File: src/rtl/serial_fifo_port.sv
// serial_fifo_port
// Buffered serial endpoint that sits behind the data memory's serial port.
// Two independent circular FIFOs, each 2**DEPTH_LOG2 bytes deep:
//   TX : data memory -> host. Pushed by mem_wren_in, drained over a
//        valid/ready stream (tx_data_out / tx_valid_out / tx_ready_in).
//   RX : host -> data memory. Pushed over a valid/ready stream
//        (rx_data_in / rx_valid_in / rx_ready_out), popped by mem_rden_in.
// Ports:
//   clock, reset                     single clock, async active-high reset
//   mem_data_in, mem_wren_in         TX push side (from data memory)
//   mem_rden_in                      RX pop strobe (from data memory)
//   mem_data_out, mem_valid_out      RX head byte / RX not empty
//   mem_ready_out                    TX not full
//   tx_data_out, tx_valid_out        TX head byte / TX not empty
//   tx_ready_in                      host accepts TX byte
//   rx_data_in, rx_valid_in          host byte offer
//   rx_ready_out                     RX not full
//   tx_drop_out, rx_underrun_out     sticky error flags, cleared by reset only
module serial_fifo_port #(
  parameter int DEPTH_LOG2 = 4
) (
  input  logic       clock,
  input  logic       reset,
  input  logic [7:0] mem_data_in,
  input  logic       mem_wren_in,
  input  logic       mem_rden_in,
  output logic [7:0] mem_data_out,
  output logic       mem_valid_out,
  output logic       mem_ready_out,
  output logic [7:0] tx_data_out,
  output logic       tx_valid_out,
  input  logic       tx_ready_in,
  input  logic [7:0] rx_data_in,
  input  logic       rx_valid_in,
  output logic       rx_ready_out,
  output logic       tx_drop_out,
  output logic       rx_underrun_out
);

  localparam int DEPTH = 1 << DEPTH_LOG2;
  localparam logic [DEPTH_LOG2-1:0] PTR_ONE  = DEPTH_LOG2'(1);
  localparam logic [DEPTH_LOG2:0]   CNT_ONE  = (DEPTH_LOG2+1)'(1);
  localparam logic [DEPTH_LOG2:0]   CNT_ZERO = (DEPTH_LOG2+1)'(0);
  localparam logic [DEPTH_LOG2:0]   CNT_FULL = (DEPTH_LOG2+1)'(DEPTH);

  // Storage (intentionally not reset)
  logic [7:0] tx_mem_r [DEPTH];
  logic [7:0] rx_mem_r [DEPTH];

  logic [DEPTH_LOG2-1:0] tx_wptr_r, tx_rptr_r, rx_wptr_r, rx_rptr_r;
  logic [DEPTH_LOG2:0]   tx_count_r, rx_count_r;
  logic                  tx_drop_r, rx_underrun_r;

  // Status comes only from registered counts, so no input reaches ready/valid.
  logic tx_empty_s, tx_full_s, rx_empty_s, rx_full_s;
  logic tx_push_s, tx_pop_s, rx_push_s, rx_pop_s;

  assign tx_empty_s = (tx_count_r == CNT_ZERO);
  assign tx_full_s  = (tx_count_r == CNT_FULL);
  assign rx_empty_s = (rx_count_r == CNT_ZERO);
  assign rx_full_s  = (rx_count_r == CNT_FULL);

  // Acceptance is judged on the start-of-cycle count, so a pop never makes
  // room for a same-cycle push into a full FIFO and vice versa.
  assign tx_push_s = mem_wren_in && !tx_full_s;
  assign tx_pop_s  = tx_ready_in && !tx_empty_s;
  assign rx_push_s = rx_valid_in && !rx_full_s;
  assign rx_pop_s  = mem_rden_in && !rx_empty_s;

  // TX pointers, count and drop flag
  always_ff @(posedge clock or posedge reset) begin
    if (reset) begin
      tx_wptr_r  <= '0;
      tx_rptr_r  <= '0;
      tx_count_r <= '0;
      tx_drop_r  <= 1'b0;
    end else begin
      if (tx_push_s) tx_wptr_r <= tx_wptr_r + PTR_ONE;
      if (tx_pop_s)  tx_rptr_r <= tx_rptr_r + PTR_ONE;
      case ({tx_push_s, tx_pop_s})
        2'b10:   tx_count_r <= tx_count_r + CNT_ONE;
        2'b01:   tx_count_r <= tx_count_r - CNT_ONE;
        default: tx_count_r <= tx_count_r;
      endcase
      if (mem_wren_in && tx_full_s) tx_drop_r <= 1'b1;
    end
  end

  // RX pointers, count and underrun flag
  always_ff @(posedge clock or posedge reset) begin
    if (reset) begin
      rx_wptr_r     <= '0;
      rx_rptr_r     <= '0;
      rx_count_r    <= '0;
      rx_underrun_r <= 1'b0;
    end else begin
      if (rx_push_s) rx_wptr_r <= rx_wptr_r + PTR_ONE;
      if (rx_pop_s)  rx_rptr_r <= rx_rptr_r + PTR_ONE;
      case ({rx_push_s, rx_pop_s})
        2'b10:   rx_count_r <= rx_count_r + CNT_ONE;
        2'b01:   rx_count_r <= rx_count_r - CNT_ONE;
        default: rx_count_r <= rx_count_r;
      endcase
      if (mem_rden_in && rx_empty_s) rx_underrun_r <= 1'b1;
    end
  end

  // Byte storage writes; a write during reset is harmless because the
  // pointers and counts are being cleared.
  always_ff @(posedge clock) begin
    if (tx_push_s) tx_mem_r[tx_wptr_r] <= mem_data_in;
    if (rx_push_s) rx_mem_r[rx_wptr_r] <= rx_data_in;
  end

  // Show-ahead head bytes, forced to zero when the FIFO is empty
  always_comb begin
    tx_data_out  = 8'h00;
    mem_data_out = 8'h00;
    if (tx_empty_s) tx_data_out = 8'h00;
    else            tx_data_out = tx_mem_r[tx_rptr_r];
    if (rx_empty_s) mem_data_out = 8'h00;
    else            mem_data_out = rx_mem_r[rx_rptr_r];
  end

  assign tx_valid_out    = !tx_empty_s;
  assign mem_ready_out   = !tx_full_s;
  assign mem_valid_out   = !rx_empty_s;
  assign rx_ready_out    = !rx_full_s;
  assign tx_drop_out     = tx_drop_r;
  assign rx_underrun_out = rx_underrun_r;

endmodule

File: config.mk
export PLATFORM = sky130hd
export DESIGN_NAME = serial_fifo_port
export DESIGN_NICKNAME = d
export VERILOG_FILES = /design/src/rtl/serial_fifo_port.sv
export SDC_FILE = /design/constraint.sdc
export NUM_CORES = 1
export LEC_CHECK = 0
export CAP_MARGIN = 30
export CORE_MARGIN = 3
export CORE_UTILIZATION = 55
export CTS_CLUSTER_SIZE = 8
export DETAILED_ROUTE_END_ITERATION = 16
export PLACE_DENSITY = 0.73
export SLEW_MARGIN = 20
export SYNTH_ARGS = -nofsm -noshare
export SYNTH_HDL_FRONTEND = slang
export SYNTH_SLANG_ARGS = --single-unit
export TNS_END_PERCENT = 100
File: constraint.sdc
create_clock -name clock -period 3.8 [get_ports clock]
set_input_delay 0.95 -clock clock [delete_from_list [all_inputs] [get_ports clock]]
set_output_delay 0.95 -clock clock [all_outputs]
set_load 0.01 [all_outputs]
; ---- Word level (Yosys, flattened, before mapping)
; Memories as Yosys holds them, arrays and structs flattened.
; Index checks and enable logic that the tools add are counted.
[op_classes]
n_addsub = 8
n_eq_ne = 6
muxes = 8
n_reduce_logical = 14
[op_table]
columns = op, n
row1 = 5-bit one-hot mux with 2 select lines, 2
row2 = 4-bit by 1-bit adder with 4-bit output (second input constant), 4
row3 = 8-bit 2-to-1 mux, 2
row4 = 5-bit by 1-bit adder with 5-bit output (second input constant), 2
row5 = 5-bit == test (second input constant), 2
row6 = 5-bit zero test, 2
row7 = 5-bit by 1-bit subtractor with 5-bit output (second input constant), 2
row8 = 1-bit logical AND, 6
row9 = 2-bit by 1-bit == test with 1-bit output (second input constant), 2
row10 = 2-bit == test (second input constant), 2
row11 = 1-bit zero test, 4
row12 = 1-bit 2-to-1 mux, 4
row13 = 2-bit nonzero test, 2
[totals]
regBits = 28
ramBits = 256
in_bits = 22
elab_cells = 46
mem_count = 2
[memory_table]
columns = name, words, width, rd, rd_ports_with_merged_regs, write_ports, line_no
row1 = rx_mem_r, 16, 8, 1, 0, 1, 48  ; logic [7:0] rx_mem_r [DEPTH];
row2 = tx_mem_r, 16, 8, 1, 0, 1, 47  ; logic [7:0] tx_mem_r [DEPTH];

; ---- Longest topological paths before layout
[depth]
depth_word = 5
depth_mapped = 12

; ---- Worst setup path before layout
; No wires, ideal clock.
[synth_path]
kind = input to register
from = input port mem_wren_in
to = register tx_count_r[4]
arrival_time_ns = 2.632
required_ns = 3.677
path_slack_ns = 1.045
cell_stages = 10
path_buffers = 1
path_cell_list = a21boi_2 > inv_1 > ha_1 > buf_2 > xor2_1 > ha_1 > o211a_1 > o31ai_1 > a31oi_1 > xnor2_1
[synth_via]
elab_chain_cells = 3
[synth_lines]
columns = element, line_no
row1 = from (decl), 25  ; input logic mem_wren_in,
row2 = 1-bit logical AND (*), 65  ; assign tx_push_s = mem_wren_in && !tx_full_s;
row3 = 2-bit by 1-bit == test with 1-bit output / 2-bit == test (equally long branches), 80  ; case ({tx_push_s, tx_pop_s})
row4 = 5-bit one-hot mux with 2 select lines / 2-bit nonzero test (equally long branches), n/a
row5 = to (signal assigned), 81  ; 2'b10: tx_count_r <= tx_count_r + CNT_ONE;
row6 = to (signal assigned), 82  ; 2'b01: tx_count_r <= tx_count_r - CNT_ONE;
row7 = to (signal assigned), 83  ; default: tx_count_r <= tx_count_r;
row8 = to (decl), 51  ; logic [DEPTH_LOG2:0] tx_count_r, rx_count_r;
; Every way passes the cells marked *; elsewhere a longest branch is shown, timed or not.
; A chain may end at the register's enable or synchronous reset.

; ---- Worst setup path after layout
[layout_path]
from = register tx_rptr_r[1]
to = output port tx_data_out[3]
[layout_via]
elab_chain_cells = 2
[layout_lines]
columns = element, line_no
row1 = from (decl), 50  ; logic [DEPTH_LOG2-1:0] tx_wptr_r, tx_rptr_r, rx_wptr_r, rx_rptr_r;
row2 = from (signal assigned), 79  ; if (tx_pop_s) tx_rptr_r <= tx_rptr_r + PTR_ONE;
row3 = memory read 16 x 8 bit, n/a
row4 = 8-bit 2-to-1 mux, 119  ; if (tx_empty_s) tx_data_out = 8'h00;
row5 = to (decl), 30  ; output logic [7:0] tx_data_out,
; No other way between the ends.

==> results_dict.tcl <==
set metrics [dict create \
    ys_ff_latch 284 \
    htree_levels 2 \
    synth_cells 589 \
    port_buffers 43 \
    hold_path.class "reg -> reg" \
    synth-seq-area-share 0.7289 \
    fin_tns_setup_ns 0 \
    fin_skew_ns 0.01112 \
    p_leak_nw 4.658 \
    drive_gt1_frac 0.2360 \
    ios 44 \
    cts_sinks 284 \
    final_nets 719 \
    crit_fanout 33 \
    dieArea_mm2 0.02270 \
    yosysMostFrequentCell "edfxtp_1" \
    outcome "complete, no violations" \
    cts_buffer_depth 3 \
    start_util 0.5651 \
    cts_buffers 41 \
    grt_first_pass_wirelength_mm 34.76 \
    critPathSlowestCell "clkdlybuf4s50_1" \
    slew_violations 0 \
    dieHeight_um 150.7 \
    critPathKind "reg -> out" \
    fin_util 0.6678 \
    synth_cell_types 39 \
    synth_top_cell_area_share 0.6680 \
    syn_nets 628 \
    grt_max_degree 35 \
    period_minus_slack_ns 3.644 \
    netlist_area_mm2 0.01151 \
    timing.hold.ws_ns 0.4911 \
    remaining_drc_errors 0 \
    finalSetupViolations 0 \
    relSlewSlack 0.4370 \
    tightest_slew_ns 0.8414 \
    firstDrtPassIters 5 \
    cts_tree "done" \
    coreArea_mm2 0.02036 \
    rsz0062_at_grt "no" \
    clock_latency_ns 0.52 \
    grt.total_usage 0.2044 \
    worstSetupStartpointType "register" \
    critPathMaxStageDelay_ns 0.52 \
    synthArstFlopShare 0.09859 \
    clockRootBuffer "clkbuf_16" \
    num_vias 5742 \
    finalWirelength_mm 22.06 \
    syn_area_per_cell_um2 19.54 \
    routabilityCongestion 0.7647 \
    placed_area_mm2 0.01240 \
    placed_cells 904 \
    synth-edff-count 256 \
    max-cap-violations 0 \
    synth_top_area_cell "edfxtp_1" \
    n_antenna_cell 0 \
    ys.flop_type "edfxtp_1" \
    row_count 52 \
    cp_cell_sequence "buf_4 -> mux4_2 -> mux2i_1 -> o22ai_1 -> clkdlybuf4s50_1" \
    final_cells 965 \
    ir_drop_uv 510.1 \
    grt_antenna_before_repair 0 \
    clk_pin_slew_ns 0.05 \
    dpl.hpwl_mm 13.61 \
    grt_overflow 0 \
    post-route-period-util 0.9589 \
    synth_common_cells "256 x edfxtp_1, 64 x mux4_2, 32 x mux2i_1" \
    fin_area_mm2 0.01360 \
    die_x_um 150.7 \
    drt_first_iter_violations 387 \
    crit_required_ns 2.85 \
    area_growth_pct 18.17 \
    ant_nets 0 \
    fmax_mhz 274.4 \
    wl_per_cell_um 22.86 \
    synth-warning-count 0 \
    p_per_area_mw_per_mm2 786.9 \
    grt_pass1_vias 6172 \
    ys_top_cells_by_area "edfxtp_1 67%, mux4_2 13%, dfrtp_1 6.1%" \
    critPathCaptureType "output pin" \
    critPathArrivalTime_ns 2.69 \
    finalHoldViolCount 0 \
    viasPerCell 5.950 \
]
## critical path, delay by kind of cell, from the launching register on
family,cells,cell delay [ns]
DFF,1,0.36
AOI/OAI and AO/OA,1,0.16
muxes,2,0.69
buffers and inverters,2,0.93
## cells in the final DEF (no fill, tap or decap), types with 2 or more instances in the layout
cell type	instances
edfxtp_1	256
nor2b_1	3
clkbuf_1	13
nor4_4	2
nor3_1	8
xnor2_1	14
clkbuf_16	41
o22ai_1	17
buf_4	35
o31ai_1	2
mux2i_1	32
inv_1	9
ha_1	17
a21o_1	2
mux4_2	64
dfrtp_1	26
nand4_1	4
a31oi_1	2
nand2b_1	6
mux2_2	4
a31o_2	2
dfrtp_2	2
a21oi_1	5
clkdlybuf4s50_1	43
a21boi_2	3
xor2_1	9
nor2_1	27
and3b_1	2
o21ai_0	7
buf_12	2
nand2_1	20
## metrics by stage
step / power, mW / setup WS [ns]
2_1_floorplan: 6.359 / 1.045
3_3_place_gp: 7.339 / 0.6342
3_5_place_dp: 7.474 / 0.6120
4_1_cts: 10.81 / 0.02893
5_1_grt: 11.25 / 0.01891
6_report: 10.70 / 0.1562
## repair_timing
action                                  CTS  global route
endpoints found under the setup margin    0             5
endpoints found under the hold margin     0             0
setup buffers                             0             3
resized for setup                         0             2
hold buffers                              0             0
## kinds of logic (layout without fill, tap and decap cells)
logic type | Yosys count | in the layout | share of synthesized area
AO/OA/AOI/OAI | 44 | 44 | 0.02555
flip-flops | 284 | 284 | 0.7289
AND/OR/NAND/NOR | 78 | 78 | 0.03479
multiplexers | 100 | 100 | 0.1570
buffers and inverters | 43 | 149 | 0.01783
adder cells (fa/ha/maj) | 17 | 17 | 0.01848
XOR/XNOR | 23 | 23 | 0.01750
## final cells by class
type | instances | area (um^2)
clock buffer | 54 | 1075
tap | 270 | 337.8
multi-input combinational | 262 | 2918
clock inverter | 4 | 96.34
timing repair buffer | 81 | 744.5
inverter | 10 | 37.54
fill | 1307 | 6765
sequential | 284 | 8391
## routing by layer
layer  GRT usage  vias to the layer above  part of all wire
li1            -                     2534                 -
met1      0.2634                     2957              0.39
met2      0.3501                      210              0.52
met3     0.04515                       41             0.064
met4     0.06573                        0             0.023
met5           0                        -                 0
## final timing paths
check | from | end | slack [ns] | cells past startpoint
min in group asynchronous | reset | rx_underrun_out | 0.82 | 2
max in group asynchronous | reset | rx_rptr_r[1] | 2.54 | 2
max reg2reg | tx_count_r[1] | tx_count_r[4] | 1.17 | 9
min | rx_rptr_r[3] | rx_rptr_r[3] | 0.49 | 1
min reg2reg | rx_rptr_r[3] | rx_rptr_r[3] | 0.49 | 1
max | tx_rptr_r[1] | tx_data_out[3] | 0.16 | 5
## sequential cells by signal (all words and copies together) (netlist names)
name and flops:
tx_rptr_r 4, rx_count_r 5, tx_count_r 5, rx_rptr_r 4, tx_wptr_r 4, rx_mem_r 128, rx_underrun_out 1, tx_mem_r 128
rx_wptr_r 4, tx_drop_out 1
## where the power goes
| group | total, mW | leakage, nW | switching [mW] | internal [mW] |
|---|---|---|---|---|
| clock network | 3.28 | 0.563 | 1.24 | 2.03 |
| logic | 3.28 | 1.46 | 1.62 | 1.66 |
| registers | 4.15 | 2.64 | 0.290 | 3.86 |
No activity file was read; power rests on OpenSTA's default activity.
